[src/rtl/nor3_pkg.sv]
// Shared definitions for the 3-input NOR stimulus/check slice: widths, state
// encoding and the reference NOR function.
package nor3_pkg;

   localparam int unsigned VEC_W = 3;
   localparam int unsigned CNT_W = 4;

   localparam logic [1:0] ST_IDLE   = 2'd0;
   localparam logic [1:0] ST_SETTLE = 2'd1;
   localparam logic [1:0] ST_SAMPLE = 2'd2;
   localparam logic [1:0] ST_DONE   = 2'd3;

   typedef enum logic [1:0] {
      StIdle   = ST_IDLE,
      StSettle = ST_SETTLE,
      StSample = ST_SAMPLE,
      StDone   = ST_DONE
   } state_e;

   function automatic logic nor3_exp(input logic [VEC_W-1:0] vec);
      return ~|vec;
   endfunction

endpackage

[src/rtl/nor3_settle_timer.sv]
// Settle down-counter: load arms it for SETTLE cycles, expire flags the last
// cycle of the settle window.
module nor3_settle_timer
   import nor3_pkg::*;
#(
   parameter int unsigned SETTLE = 2
) (
   input  logic clk,
   input  logic rst_n,
   input  logic load,
   input  logic en,
   output logic expire
);

   // Counting SETTLE-1 down to 0 gives exactly SETTLE cycles in the window.
   localparam logic [CNT_W-1:0] LOAD_VAL = CNT_W'(SETTLE - 1);

   logic [CNT_W-1:0] cnt_q, cnt_d;

   always_comb begin
      cnt_d = cnt_q;
      if (load) begin
         cnt_d = LOAD_VAL;
      end else if (en && (cnt_q != '0)) begin
         cnt_d = cnt_q - 1'b1;
      end
   end

   always_ff @(posedge clk) begin
      if (!rst_n) begin
         cnt_q <= '0;
      end else begin
         cnt_q <= cnt_d;
      end
   end

   assign expire = (cnt_q == '0);

endmodule

[src/rtl/nor3_vector_driver.sv]
// Drives all eight {a,b,c} vectors into the NOR stage, checks f_in against the
// expected NOR, and reports mismatch count, first failing vector and done.
module nor3_vector_driver
   import nor3_pkg::*;
#(
   parameter int unsigned SETTLE = 2,
   parameter int unsigned PASSES = 1
) (
   input  logic             clk,
   input  logic             rst_n,
   input  logic             start,
   output logic             a,
   output logic             b,
   output logic             c,
   input  logic             f_in,
   output logic             busy,
   output logic             done,
   output logic             err,
   output logic [CNT_W-1:0] err_cnt,
   output logic [VEC_W-1:0] fail_vec,
   output logic [VEC_W-1:0] vec_idx
);

   localparam logic [1:0] LAST_PASS = 2'(PASSES - 1);

   state_e           state_q, state_d;
   logic [VEC_W-1:0] vec_q, vec_d;
   logic [VEC_W-1:0] fail_vec_q, fail_vec_d;
   logic [1:0]       pass_q, pass_d;
   logic [CNT_W-1:0] err_cnt_q, err_cnt_d;
   logic             busy_q, busy_d;
   logic             done_q, done_d;
   logic             err_q, err_d;
   logic             timer_load;
   logic             timer_expire;
   logic             mismatch;

   nor3_settle_timer #(
      .SETTLE (SETTLE)
   ) u_settle_timer (
      .clk    (clk),
      .rst_n  (rst_n),
      .load   (timer_load),
      .en     (state_q == StSettle),
      .expire (timer_expire)
   );

   assign mismatch = (f_in != nor3_exp(vec_q));

   always_comb begin
      state_d    = state_q;
      vec_d      = vec_q;
      fail_vec_d = fail_vec_q;
      pass_d     = pass_q;
      err_cnt_d  = err_cnt_q;
      busy_d     = busy_q;
      done_d     = done_q;
      err_d      = err_q;
      timer_load = 1'b0;

      unique case (state_q)
         StIdle, StDone: begin
            if (start) begin
               state_d    = StSettle;
               busy_d     = 1'b1;
               done_d     = 1'b0;
               err_d      = 1'b0;
               err_cnt_d  = '0;
               fail_vec_d = '0;
               vec_d      = '0;
               pass_d     = '0;
               timer_load = 1'b1;
            end
         end
         StSettle: begin
            if (timer_expire) begin
               state_d = StSample;
            end
         end
         StSample: begin
            if (mismatch) begin
               err_d = 1'b1;
               if (err_cnt_q != '1) begin
                  err_cnt_d = err_cnt_q + 1'b1;
               end
               // Only the first failure of a run is latched.
               if (!err_q) begin
                  fail_vec_d = vec_q;
               end
            end
            if (vec_q == '1) begin
               vec_d = '0;
               if (pass_q == LAST_PASS) begin
                  state_d = StDone;
                  busy_d  = 1'b0;
                  done_d  = 1'b1;
               end else begin
                  pass_d     = pass_q + 1'b1;
                  state_d    = StSettle;
                  timer_load = 1'b1;
               end
            end else begin
               vec_d      = vec_q + 1'b1;
               state_d    = StSettle;
               timer_load = 1'b1;
            end
         end
         default: ;
      endcase
   end

   always_ff @(posedge clk) begin
      if (!rst_n) begin
         state_q    <= StIdle;
         vec_q      <= '0;
         fail_vec_q <= '0;
         pass_q     <= '0;
         err_cnt_q  <= '0;
         busy_q     <= 1'b0;
         done_q     <= 1'b0;
         err_q      <= 1'b0;
      end else begin
         state_q    <= state_d;
         vec_q      <= vec_d;
         fail_vec_q <= fail_vec_d;
         pass_q     <= pass_d;
         err_cnt_q  <= err_cnt_d;
         busy_q     <= busy_d;
         done_q     <= done_d;
         err_q      <= err_d;
      end
   end

   assign a        = vec_q[2];
   assign b        = vec_q[1];
   assign c        = vec_q[0];
   assign vec_idx  = vec_q;
   assign busy     = busy_q;
   assign done     = done_q;
   assign err      = err_q;
   assign err_cnt  = err_cnt_q;
   assign fail_vec = fail_vec_q;

endmodule
[config.mk]
export PLATFORM = sky130hd
export DESIGN_NAME = nor3_vector_driver
export DESIGN_NICKNAME = d
export VERILOG_FILES = /design/src/rtl/nor3_pkg.sv /design/src/rtl/nor3_settle_timer.sv /design/src/rtl/nor3_vector_driver.sv
export SDC_FILE = /design/constraint.sdc
export NUM_CORES = 1
export LEC_CHECK = 0
export CAP_MARGIN = 20
export CORE_MARGIN = 4
export CORE_UTILIZATION = 25
export CTS_CLUSTER_DIAMETER = 60
export DETAILED_ROUTE_END_ITERATION = 12
export PLACE_DENSITY = 0.49
export SYNTH_ARGS = -nofsm -noshare
export SYNTH_HDL_FRONTEND = slang
export SYNTH_SLANG_ARGS = --single-unit
[constraint.sdc]
create_clock -name clk -period 2.01 [get_ports clk]
set_input_delay 0.603 -clock clk [delete_from_list [all_inputs] [get_ports clk]]
set_output_delay 0.603 -clock clk [all_outputs]
set_load 0.005 [all_outputs]
# ---- After elaboration in Yosys (flattened, before gate mapping)
# Index checks and enable logic that the tools add are counted.
dict set report word_totals {
  register_bits 21
  word_cells 82
  latch_bits 0
  output_inout_bits 16
  rom_bits 0
  in_bits 4
  n_memories 0
  mem_bits_rw 0
}
dict set report classes {
  multipliers 0
  muxes 35
  n_addsub 4
  reduce_logical 18
  eq_ne 14
  n_bitwise 1
  n_lt_le_gt_ge 0
  shift 0
  div 0
}
# cell n
set op_table {}
lappend op_table {{$ne A2 B2 Y1 const B} 8}
lappend op_table {{$reduce_and A4 Y1} 4}
lappend op_table {{$mux W2} 7}
lappend op_table {{$mux W1} 12}
lappend op_table {{$mux W3} 4}
lappend op_table {{$mux W4} 3}
lappend op_table {{$pmux W3 S2} 2}
lappend op_table {{$pmux W1 S2} 4}
lappend op_table {{$pmux W4 S2} 1}
lappend op_table {{$pmux W2 S3} 1}
lappend op_table {{$add A4 B1 Y4 const B} 1}
lappend op_table {{$eq A2 B2 Y1 const B} 2}
lappend op_table {{$logic_not A2 Y1} 2}
lappend op_table {{$logic_not A4 Y1} 1}
lappend op_table {{$ne A4 B4 Y1 const B} 1}
lappend op_table {{$pmux W2 S2} 1}
lappend op_table {{$reduce_and A2 Y1} 2}
lappend op_table {{$reduce_bool A2 Y1} 2}
lappend op_table {{$reduce_bool A4 Y1} 1}
lappend op_table {{$reduce_or A2 Y1} 2}
lappend op_table {{$sub A4 B1 Y4 const B} 1}
lappend op_table {{$add A3 B1 Y3 const B} 1}
lappend op_table {{$eq A3 B3 Y1 const B} 1}
lappend op_table {{$reduce_and A3 Y1} 1}
lappend op_table {{other kinds (7)} 7}

# ---- Longest topological paths before layout
# Gate-level depths: netlist of run 1.
dict set report depth {
  word_depth 5
  ltp_mapped 7
  mapped_depth_nobuf 6
}

# ---- By module
# A second synthesis of run 1 with hierarchy kept.
dict set report unflattened {
  hier_cells 136
  hier_area_um2 1201.2
}
# mod instances seq_area_each_um2 area_each_um2 cells_per_inst
set by_module_without_submodules {}
lappend by_module_without_submodules {nor3_vector_driver 1 340.3 987.2 112}
lappend by_module_without_submodules {nor3_settle_timer 1 80.1 214.0 24}

# ---- Worst setup path before layout of run 1
# OpenSTA, ideal clock, no wires.
dict set report synth_path {
  path_type {reg-to-reg}
  from {register state_q[0]}
  to {register err_cnt_q[3] (netlist: err_cnt[3])}
  slack_ns 0.248
  arrival_ns 1.643
  n_path_buf 1
  required_time_ns 1.890
  period_less_slack_ns 1.762
  path_stages_with_launch 8
  setup_time_ns 0.120
  cell_sequence {dfxtp_1 -> inv_1 -> ha_1 -> buf_2 -> nor2b_1 -> a211oi_4 -> a21boi_0 -> o31a_1}
}
dict set report synth_between {
  elab_chain_len 4
  word_cells_on_any_way 10
  classes_between {5 x eq/ne; 1 x mux; 4 x reduce/logical}
}
# item line
set synth_lines {}
lappend synth_lines {{from (decl)} nor3_vector_driver.sv:26} ;# state_e state_q, state_d;
lappend synth_lines {{from (signal assigned)} nor3_vector_driver.sv:114} ;# state_q <= StIdle;
lappend synth_lines {{from (signal assigned)} nor3_vector_driver.sv:123} ;# state_q <= state_d;
lappend synth_lines {{$eq A2 B2 Y1 or $logic_not A2 Y1 (tied branches)} nor3_vector_driver.sv:61} ;# unique case (state_q)
lappend synth_lines {{$reduce_or A2 Y1} nor3_vector_driver.sv:61}
lappend synth_lines {{$ne A2 B2 Y1 (no source line) or $reduce_bool A2 Y1 (tied branches)} --}
lappend synth_lines {{$reduce_and A4 Y1 (no source line)} --}
lappend synth_lines {{to (signal assigned)} nor3_vector_driver.sv:127} ;# err_cnt_q <= err_cnt_d;
lappend synth_lines {{to (decl)} nor3_vector_driver.sv:30} ;# logic [CNT_W-1:0] err_cnt_q, err_cnt_d;
# Parallel ways exist; a longest one is shown, timed or not.
# A chain may end at the register's enable or synchronous reset.

# ---- Final worst setup path of run 1
dict set report layout_path {
  from {register vec_q[2] (netlist: vec_idx[2])}
  to {output port vec_idx[2]}
}
# item line
set layout_lines {}
lappend layout_lines {{from (decl)} nor3_vector_driver.sv:27} ;# logic [VEC_W-1:0] vec_q, vec_d;
lappend layout_lines {{from (signal assigned)} nor3_vector_driver.sv:124} ;# vec_q <= vec_d;
lappend layout_lines {{to (decl)} nor3_vector_driver.sv:21} ;# output logic [VEC_W-1:0] vec_idx
# No word-level cell between the ends.

==> impl_metrics.tcl, run 1 <==
set metrics [dict create \
    synth_ff_type "dfxtp_1" \
    cp_top_family "buffers and inverters" \
    drt-initial-drc-count 56 \
    slowest_stage "clkdlybuf4s50_1" \
    path_buf_inv 1 \
    ff2ff_path_depth 6 \
    max_stage_delay_ns 0.55 \
    slew_violations 0 \
    layout_commonest_cell "dfxtp_1" \
    cp.arrival_ns 1.28 \
    peakVddDrop_mv 0.3455 \
    nNetsFinal 175 \
    gp_congestion 0.7787 \
    setup_violations 0 \
    r2r-end "err_cnt[3]$_SDFFE_PN0P_" \
    drc_errors 0 \
    portBuffers 19 \
    layout_common_cells "21 x dfxtp_1, 19 x clkdlybuf4s50_1, 11 x a21oi_1, 11 x buf_4" \
    rows 24 \
    end_kind "output pin" \
    min_to "pass_q[1]$_SDFFE_PN0P_" \
    final.min_clock_period_ns 1.887 \
    cp_max_fo 7 \
    core_mm2 0.004444 \
    cts_tree "yes" \
    synth_enable_flop_cells 0 \
    antenna_found_initial 0 \
    syn_to_final_growth_pct 29.83 \
    yosysUniqueCellTypes 41 \
    drt_wl_total_mm 2.788 \
    final_util_pct 34.07 \
    maxCapViolations 0 \
    postCtsHoldBufs 0 \
    numCtsBuffers 3 \
    ys_ff_latch 21 \
    rsz0062_at_grt "false" \
    fin_setup_tns_ns 0 \
    power_density_mw_per_mm2 973.4 \
    cts_resized 0 \
    n_antenna_cell 0 \
    syn-instance-count 134 \
    cts.sinks 21 \
    dr.pass1.iters 4 \
    grt_pass1_vias 1033 \
    reg2reg_slack_ns 0.18 \
    grtUsageTotal_pct 10.01 \
    fp.dieH_um 76.30 \
    die_w_um 76.30 \
    clockBufferDepth 2 \
    r2r-start "state_q[0]$_SDFFE_PN0P_" \
    cts_setup_buffers 0 \
    insertion_delay_ns 0.26 \
    startpoint_type "register" \
    min_path_cells 2 \
    io_pins 20 \
    dp.final_hpwl_mm 2.191 \
    drt-vias-per-instance 4.991 \
    cts_max_level 1 \
    finalHoldViolCount 0 \
    clk_transition_reported_paths_ns 0.08 \
    postRouteAntennaNets 0 \
    drive_above_1_share_pct 14.29 \
    grt_pass1_wl_mm 4.878 \
    start_util_pct 26.24 \
    ys_seq_area_share_pct 36.05 \
    clock-root-buffer "clkbuf_8" \
    syn_nets 147 \
    die_area_mm2 0.005821 \
    max-slew-margin-rel_pct 72.02 \
    critPathKind "register to output pin" \
    yosysWarnings 0 \
    hold_start "pass_q[1]$_SDFFE_PN0P_" \
    wire_per_inst_um 13.09 \
    syn_avg_cell_area_um2 8.702 \
    required_ns 1.41 \
    status "finished, final reports clean" \
    syn_area_mm2 0.001166 \
    hold_path.class "register to register" \
    max_slew.worst_pin.slew_ns 0.4115 \
    timing.critical_path.cells "clkdlybuf4s50_1" \
    grt-ovfl-total 0 \
    layout_worst_path_cycle_share_pct 93.88 \
    fmax_mhz 530.0 \
    finClkSkew_ns 0.003025 \
    grt_max_degree 13 \
    p_leak_nw 0.5576 \
    postSynth.asyncResetShare_pct 0 \
    vias 1063 \
]
[power by group]
| group | switching (mW) | internal, mW |
|---|---|---|
| clock | 0.146 | 0.138 |
| combinational | 0.345 | 0.324 |
| sequential | 0.0493 | 0.472 |
| total | 0.540 | 0.934 |
[routing by layer]
metal / share of wire, % / vias to the layer above / GRT usage, %
met2: 46 / 25 / 15.82
met5: 0 / - / 0
met1: 48 / 506 / 13.53
met3: 5.1 / 2 / 3.191
met4: 0.65 / 0 / 1.630
li1: - / 530 / -
[worst max-delay path by stage]
| stage | end | cells past startpoint | start | slack (ns) |
|---|---|---|---|---|
| final | vec_idx[2] | 1 | vec_idx[2]$_SDFFE_PN0P_ | 0.12 |
| after global routing | err_cnt[2]$_SDFFE_PN0P_ | 6 | f_in | 0.03 |
| after CTS | vec_idx[0] | 1 | vec_idx[0]$_SDFFE_PN0P_ | 0.1 |
| after detailed placement | err_cnt[2]$_SDFFE_PN0P_ | 6 | f_in | -0.15 |
| after global placement | err_cnt[3]$_SDFFE_PN0P_ | 5 | f_in | -0.08 |
| after floorplan | err_cnt[3]$_SDFFE_PN0P_ | 7 | state_q[0]$_SDFFE_PN0P_ | 0.25 |
[per-stage QoR]
stage	setup WS, ns	area [um^2]	power (mW)	std cells	hold slack (ns)
finish	0.1231	1514	1.474	213	0.4795
CTS	0.09815	1511	1.484	213	0.4782
detailed placement	-0.1546	1465	1.192	209	0.4660
global placement	-0.07791	1465	1.163	209	0.4647
floorplan	0.2476	1166	0.9761	134	0.4447
global route	0.02659	1514	1.581	213	0.5063
[cell type report]
cell class,instances,area (um^2)
Multi-Input combinational cell,97,675.6
Fill cell,480,2930
Clock buffer,3,41.29
Tap cell,52,65.06
Timing Repair Buffer,30,272.8
Clock inverter,1,5.005
Sequential cell,21,420.4
Inverter,9,33.78
[state kept, by name, summed over array words and instances, names as in the netlist]
signal                count
u_settle_timer.cnt_q      4
vec_idx                   3
err_cnt                   4
pass_q                    2
state_q                   2
fail_vec                  3
err                       1
busy                      1
done                      1
[Yosys cell counts (3+ instances only)]
library cell / n / area [um^2]
a21oi_1: 11 / 55.05
a32oi_1: 3 / 26.28
buf_4: 3 / 22.52
clkbuf_1: 3 / 11.26
dfxtp_1: 21 / 420.4
ha_1: 9 / 112.6
inv_1: 9 / 33.78
nand2_1: 10 / 37.54
nand2b_1: 3 / 18.77
nand3_1: 3 / 15.01
nor2_1: 10 / 37.54
nor2b_1: 3 / 18.77
nor3_1: 3 / 15.01
o21ai_0: 8 / 40.04
xor2_1: 3 / 26.28
[cells by family (layout without fill, tap and decap cells)]
family / Yosys count / in the layout / share of synthesized area (%)
adder cells (fa/ha/maj): 9 / 9 / 9.657
buffers and inverters: 16 / 43 / 6.222
XOR/XNOR: 4 / 4 / 3.005
AND/OR/NAND/NOR: 46 / 46 / 21.89
multiplexers: 1 / 1 / 1.180
AO/OA/AOI/OAI: 37 / 37 / 22.00
flip-flops: 21 / 21 / 36.05
Note: power is estimated with default switching activity, not from simulation.
==> run 2, diff against run 1 <==
--- a/constraint.sdc
+++ b/constraint.sdc
@@ -3,2 +3,2 @@
 set_output_delay 0.603 -clock clk [all_outputs]
-set_load 0.005 [all_outputs]
+set_load 0.02 [all_outputs]
==> run 2 against run 1 <==
Net effect:
- critical path depth is the same
- via count decreased by 0.28%
- critical endpoint is now vec_idx[1]
- final area rose by 0.41%
==> impl_metrics.tcl, run 2 (synthesized netlist as in run 1, its figures left out) <==
set metrics [dict create \
    final.min_clock_period_ns 1.970 \
    gp_congestion 0.7787 \
    end_kind "output pin" \
    nNetsFinal 175 \
    cts_tree "yes" \
    layout_common_cells "21 x dfxtp_1, 15 x clkdlybuf4s50_1, 11 x a21oi_1, 11 x buf_4" \
    vias 1060 \
    clock-root-buffer "clkbuf_8" \
    rows 24 \
    p_int_mw 0.9321 \
    ff2ff_path_depth 6 \
    hold_slack_ns 0.4795 \
    min_path_cells 2 \
    finClkSkew_ns 0.003071 \
    max_stage_delay_ns 0.65 \
    final_util_pct 34.21 \
    drt_wl_total_mm 2.803 \
    dp.final_hpwl_mm 2.191 \
    core_mm2 0.004444 \
    layout_commonest_cell "dfxtp_1" \
    numCtsBuffers 3 \
    p_sw_mw 0.5593 \
    portBuffers 19 \
    rsz0062_at_grt "false" \
    p_leak_nw 0.6183 \
    clk_transition_reported_paths_ns 0.08 \
    path_buf_inv 1 \
    drt-vias-per-instance 4.977 \
    grt_pass1_vias 1033 \
    grt_max_degree 13 \
    cts_max_level 1 \
    peakVddDrop_mv 0.3458 \
    finalWorstSetupSlack_ns 0.04033 \
    startpoint_type "register" \
    critPathKind "register to output pin" \
    max-slew-margin-rel_pct 72.02 \
    netSwitchingFraction_pct 37.50 \
    timing.critical_path.cells "clkdlybuf4s50_1" \
    cp_max_fo 6 \
    setup_violations 0 \
    syn_to_final_growth_pct 30.37 \
    hold_path.class "register to register" \
    wire_per_inst_um 13.16 \
    cp_top_family "buffers and inverters" \
    slowest_stage "clkdlybuf4s50_1" \
    drc_errors 0 \
    drive_above_1_share_pct 14.29 \
    clockBufferDepth 2 \
    dr.pass1.iters 4 \
    postCtsHoldBufs 0 \
    power_density_mw_per_mm2 981.0 \
    cts.sinks 21 \
    layout_worst_path_cycle_share_pct 97.99 \
    clkPwrFrac_pct 19.1 \
    cp.arrival_ns 1.37 \
    pwr-share-comb_pct 46.0 \
    status "finished, final reports clean" \
    p_seq_share_pct 34.9 \
    drt-initial-drc-count 59 \
    antenna_found_initial 0 \
    grt_pass1_wl_mm 4.878 \
    worst-path-stages 1 \
    slew_violations 0 \
    start_util_pct 26.24 \
    place_ws_ns -0.1546 \
    fp.dieH_um 76.30 \
    die_area_mm2 0.005821 \
    finalHoldViolCount 0 \
    die_w_um 76.30 \
    required_ns 1.41 \
    max_slew.worst_pin.slew_ns 0.4115 \
    postRouteAntennaNets 0 \
    grtUsageTotal_pct 10.01 \
    insertion_delay_ns 0.26 \
    maxCapViolations 0 \
    fmax_mhz 507.7 \
    n_antenna_cell 0 \
    grt-ovfl-total 0 \
    io_pins 20 \
]
run 2: cell count changes in the layout (fill, tap and decap cells not counted):
cell,before,now
clkdlybuf4s50_1,19,15
dlymetal6s2s_1,0,3
dlygate4sd2_1,0,1
run 2: layout make-up:
type                    count  area (um^2)
multi-input cells          97        675.6
flip-flops and latches     21        420.4
repair buffers             30        279.0
fillers                   481         2924
inverters                   9        33.78
well taps                  52        65.06
clock inverters             1        5.005
clock buffers               3        41.29
run 2: layer usage:
layer | wire length, um | track usage, % | up-vias
li1 | - | - | 530
met1 | 1352 | 13.53 | 503
met2 | 1288 | 15.82 | 25
met3 | 143 | 3.191 | 2
met4 | 18 | 1.630 | 0
met5 | 0 | 0 | -
run 2: through the flow:
stage               instances  TNS [ns]  power [mW]  area (um^2)
global placement          209   -0.3246       1.183         1465
global route              213         0       1.599         1520
floorplan                 134         0      0.9954         1166
finish                    213         0       1.491         1520
CTS                       213         0       1.501         1510
detailed placement        209   -0.7398       1.212         1465
run 2: final timing paths:
path	from	to	slack, ns
max	vec_idx[1]$_SDFFE_PN0P_	vec_idx[1]	0.04
min	pass_q[1]$_SDFFE_PN0P_	pass_q[1]$_SDFFE_PN0P_	0.48
max reg2reg	state_q[0]$_SDFFE_PN0P_	err_cnt[3]$_SDFFE_PN0P_	0.18
min reg2reg	pass_q[1]$_SDFFE_PN0P_	pass_q[1]$_SDFFE_PN0P_	0.48
run 2: worst min-delay path: stages, from the launching register on:
cell and delay, ns:
dfxtp_1 0.33, nand2_1 0.06, a21oi_1 0.06
run 2: what timing repair did:
| item | 4_1_cts | 5_1_grt |
|---|---|---|
| resized for setup | 1 | 4 |
| setup buffers | 0 | 0 |
| setup endpoints to repair | 2 | 6 |
| cloned | 0 | 0 |
run 2: power by group through the flow:
stage	Clock [mW]	Sequential (mW)	Combinational, mW
after detailed placement	0	0.530	0.681
after global placement	0	0.527	0.656
after CTS	0.297	0.520	0.684
after floorplan	0	0.537	0.459
after global routing	0.309	0.530	0.760
final	0.284	0.521	0.686
==> run 3, diff against run 2 <==
==> constraint.sdc (replaced) <==
create_clock -name clk -period 2.01 [get_ports clk]
set_input_delay 0.402 -clock clk [delete_from_list [all_inputs] [get_ports clk]]
set_output_delay 0.402 -clock clk [all_outputs]
set_load 0.02 [all_outputs]
==> run 3 against run 2 <==
Net effect:
- non-clock buffer count shrank 2
- worst setup slack gained 0.10 ns
- wire length shrank 3.6%
- sequential share of layout area grew 0.44 points
- via count shrank 2.8%
- total power shrank 2.1%
- final area shrank 1.6%
- flip-flop and latch count is the same
==> impl_metrics.tcl, run 3 (synthesized netlist as in run 1, its figures left out) <==
set metrics [dict create \
    die_area_mm2 0.005821 \
    core_mm2 0.004444 \
    cts_resized 0 \
    clockBufferDepth 2 \
    setup_violations 0 \
    grt_max_degree 13 \
    drt-initial-drc-count 50 \
    p_leak_nw 0.5499 \
    n_antenna_cell 0 \
    grt-ovfl-total 0 \
    cts.sinks 21 \
    drive_above_1_share_pct 12.58 \
    drc_errors 0 \
    max_slew.worst_pin.slew_ns 0.3823 \
    final.min_clock_period_ns 1.870 \
    fmax_mhz 534.9 \
    vias 1030 \
    finClkSkew_ns 0.005283 \
    p_seq_share_pct 35.6 \
    critPathKind "register to register" \
    antenna_found_initial 0 \
    postCtsHoldBufs 0 \
    die_w_um 76.30 \
    grtUsageTotal_pct 9.743 \
    power_density_mw_per_mm2 975.9 \
    wire_per_inst_um 12.81 \
    layout_common_cells "21 x dfxtp_1, 19 x clkdlybuf4s50_1, 11 x a21oi_1" \
    p_int_mw 0.9164 \
    cts_tree "yes" \
    startpoint_type "register" \
    nNetsFinal 173 \
    p_sw_mw 0.5440 \
    total_power_mw 1.460 \
    clkPwrFrac_pct 19.6 \
    maxCapViolations 0 \
    slew_violations 0 \
    io_pins 20 \
    placed_area_mm2 0.001450 \
    fp.dieH_um 76.30 \
    fin_area_mm2 0.001496 \
    dr.pass1.iters 4 \
    gp_congestion 0.7859 \
    numCtsBuffers 3 \
    netSwitchingFraction_pct 37.25 \
    postRouteAntennaNets 0 \
    drt_wl_total_mm 2.702 \
    cp.arrival_ns 2.03 \
    cts_max_level 1 \
    cts_setup_buffers 0 \
    portBuffers 19 \
    dp.final_hpwl_mm 2.088 \
    status "finished, final reports clean" \
    end_kind "register" \
    grt_pass1_wl_mm 4.643 \
    finalHoldViolCount 0 \
    cp_max_fo 11 \
    insertion_delay_ns 0.26 \
    start_util_pct 26.24 \
    pwr-share-comb_pct 44.8 \
    syn_to_final_growth_pct 28.33 \
    clock-root-buffer "clkbuf_8" \
    required_ns 2.17 \
    layout_commonest_cell "dfxtp_1" \
    peakVddDrop_mv 0.2736 \
    grt_pass1_vias 1002 \
    drt-vias-per-instance 4.882 \
    rsz0062_at_grt "false" \
    fin_setup_tns_ns 0 \
    rows 24 \
    max-slew-margin-rel_pct 74.51 \
    hold_path.class "register to register" \
    layout_worst_path_cycle_share_pct 93.01 \
    clk_transition_reported_paths_ns 0.08 \
]
## run 3: cell count changes in the layout (fill, tap and decap cells not counted)
cell and delta:
clkdlybuf4s50_1 +4, buf_4 -2, dlymetal6s2s_1 -3, ha_1 +1
ha_2 -1, dlygate4sd2_1 -1
## run 3: routing by layer
layer  GRT usage, %  routed length (um)  vias up
li1               -                   -      528
met1          12.80                1381      473
met2          15.11                1188       27
met3          3.310                 108        2
met4          2.717                  24        0
met5              0                   0        -
## run 3: layout make-up
| type | count | area, um^2 |
|---|---|---|
| clock buffer | 3 | 41.29 |
| clock inverter | 1 | 5.005 |
| fill | 458 | 2948 |
| inverter | 9 | 33.78 |
| multi-input combinational | 97 | 673.1 |
| sequential | 21 | 420.4 |
| tap | 52 | 65.06 |
| timing repair buffer | 28 | 257.7 |
## run 3: critical path, stage by stage, from the launching register on
cell and delay (ns):
dfxtp_1 0.39, inv_1 0.07, ha_1 0.33, and4b_1 0.28, a211oi_4 0.29, a21boi_0 0.13, o31a_1 0.28
## run 3: final timing paths
check | startpoint | endpoint | slack, ns | depth (start not counted)
max reg2reg | state_q[0]$_SDFFE_PN0P_ | err_cnt[3]$_SDFFE_PN0P_ | 0.14 | 6
min reg2reg | pass_q[1]$_SDFFE_PN0P_ | pass_q[1]$_SDFFE_PN0P_ | 0.47 | 2
max | state_q[0]$_SDFFE_PN0P_ | err_cnt[3]$_SDFFE_PN0P_ | 0.14 | 6
min | pass_q[1]$_SDFFE_PN0P_ | pass_q[1]$_SDFFE_PN0P_ | 0.47 | 2
## run 3: power by group through the flow
stage               registers [mW]  clock network [mW]  logic [mW]
finish                       0.520               0.286       0.654
global route                 0.527               0.315       0.733
CTS                          0.519               0.303       0.660
detailed placement           0.530                   0       0.653
global placement             0.527                   0       0.646
floorplan                    0.537                   0       0.459
## run 3: per-stage QoR
| stage | cells | worst slack (ns) | util, % | hold slack, ns |
|---|---|---|---|---|
| 2_1_floorplan | 134 | 0.2190 | - | 0.4447 |
| 3_3_place_gp | 207 | 0.1114 | 32.63 | 0.4580 |
| 3_5_place_dp | 207 | 0.05852 | 32.63 | 0.4632 |
| 4_1_cts | 211 | 0.1327 | 33.67 | 0.4757 |
| 5_1_grt | 211 | 0.01334 | 33.67 | 0.4960 |
| 6_report | 211 | 0.1405 | 33.67 | 0.4682 |
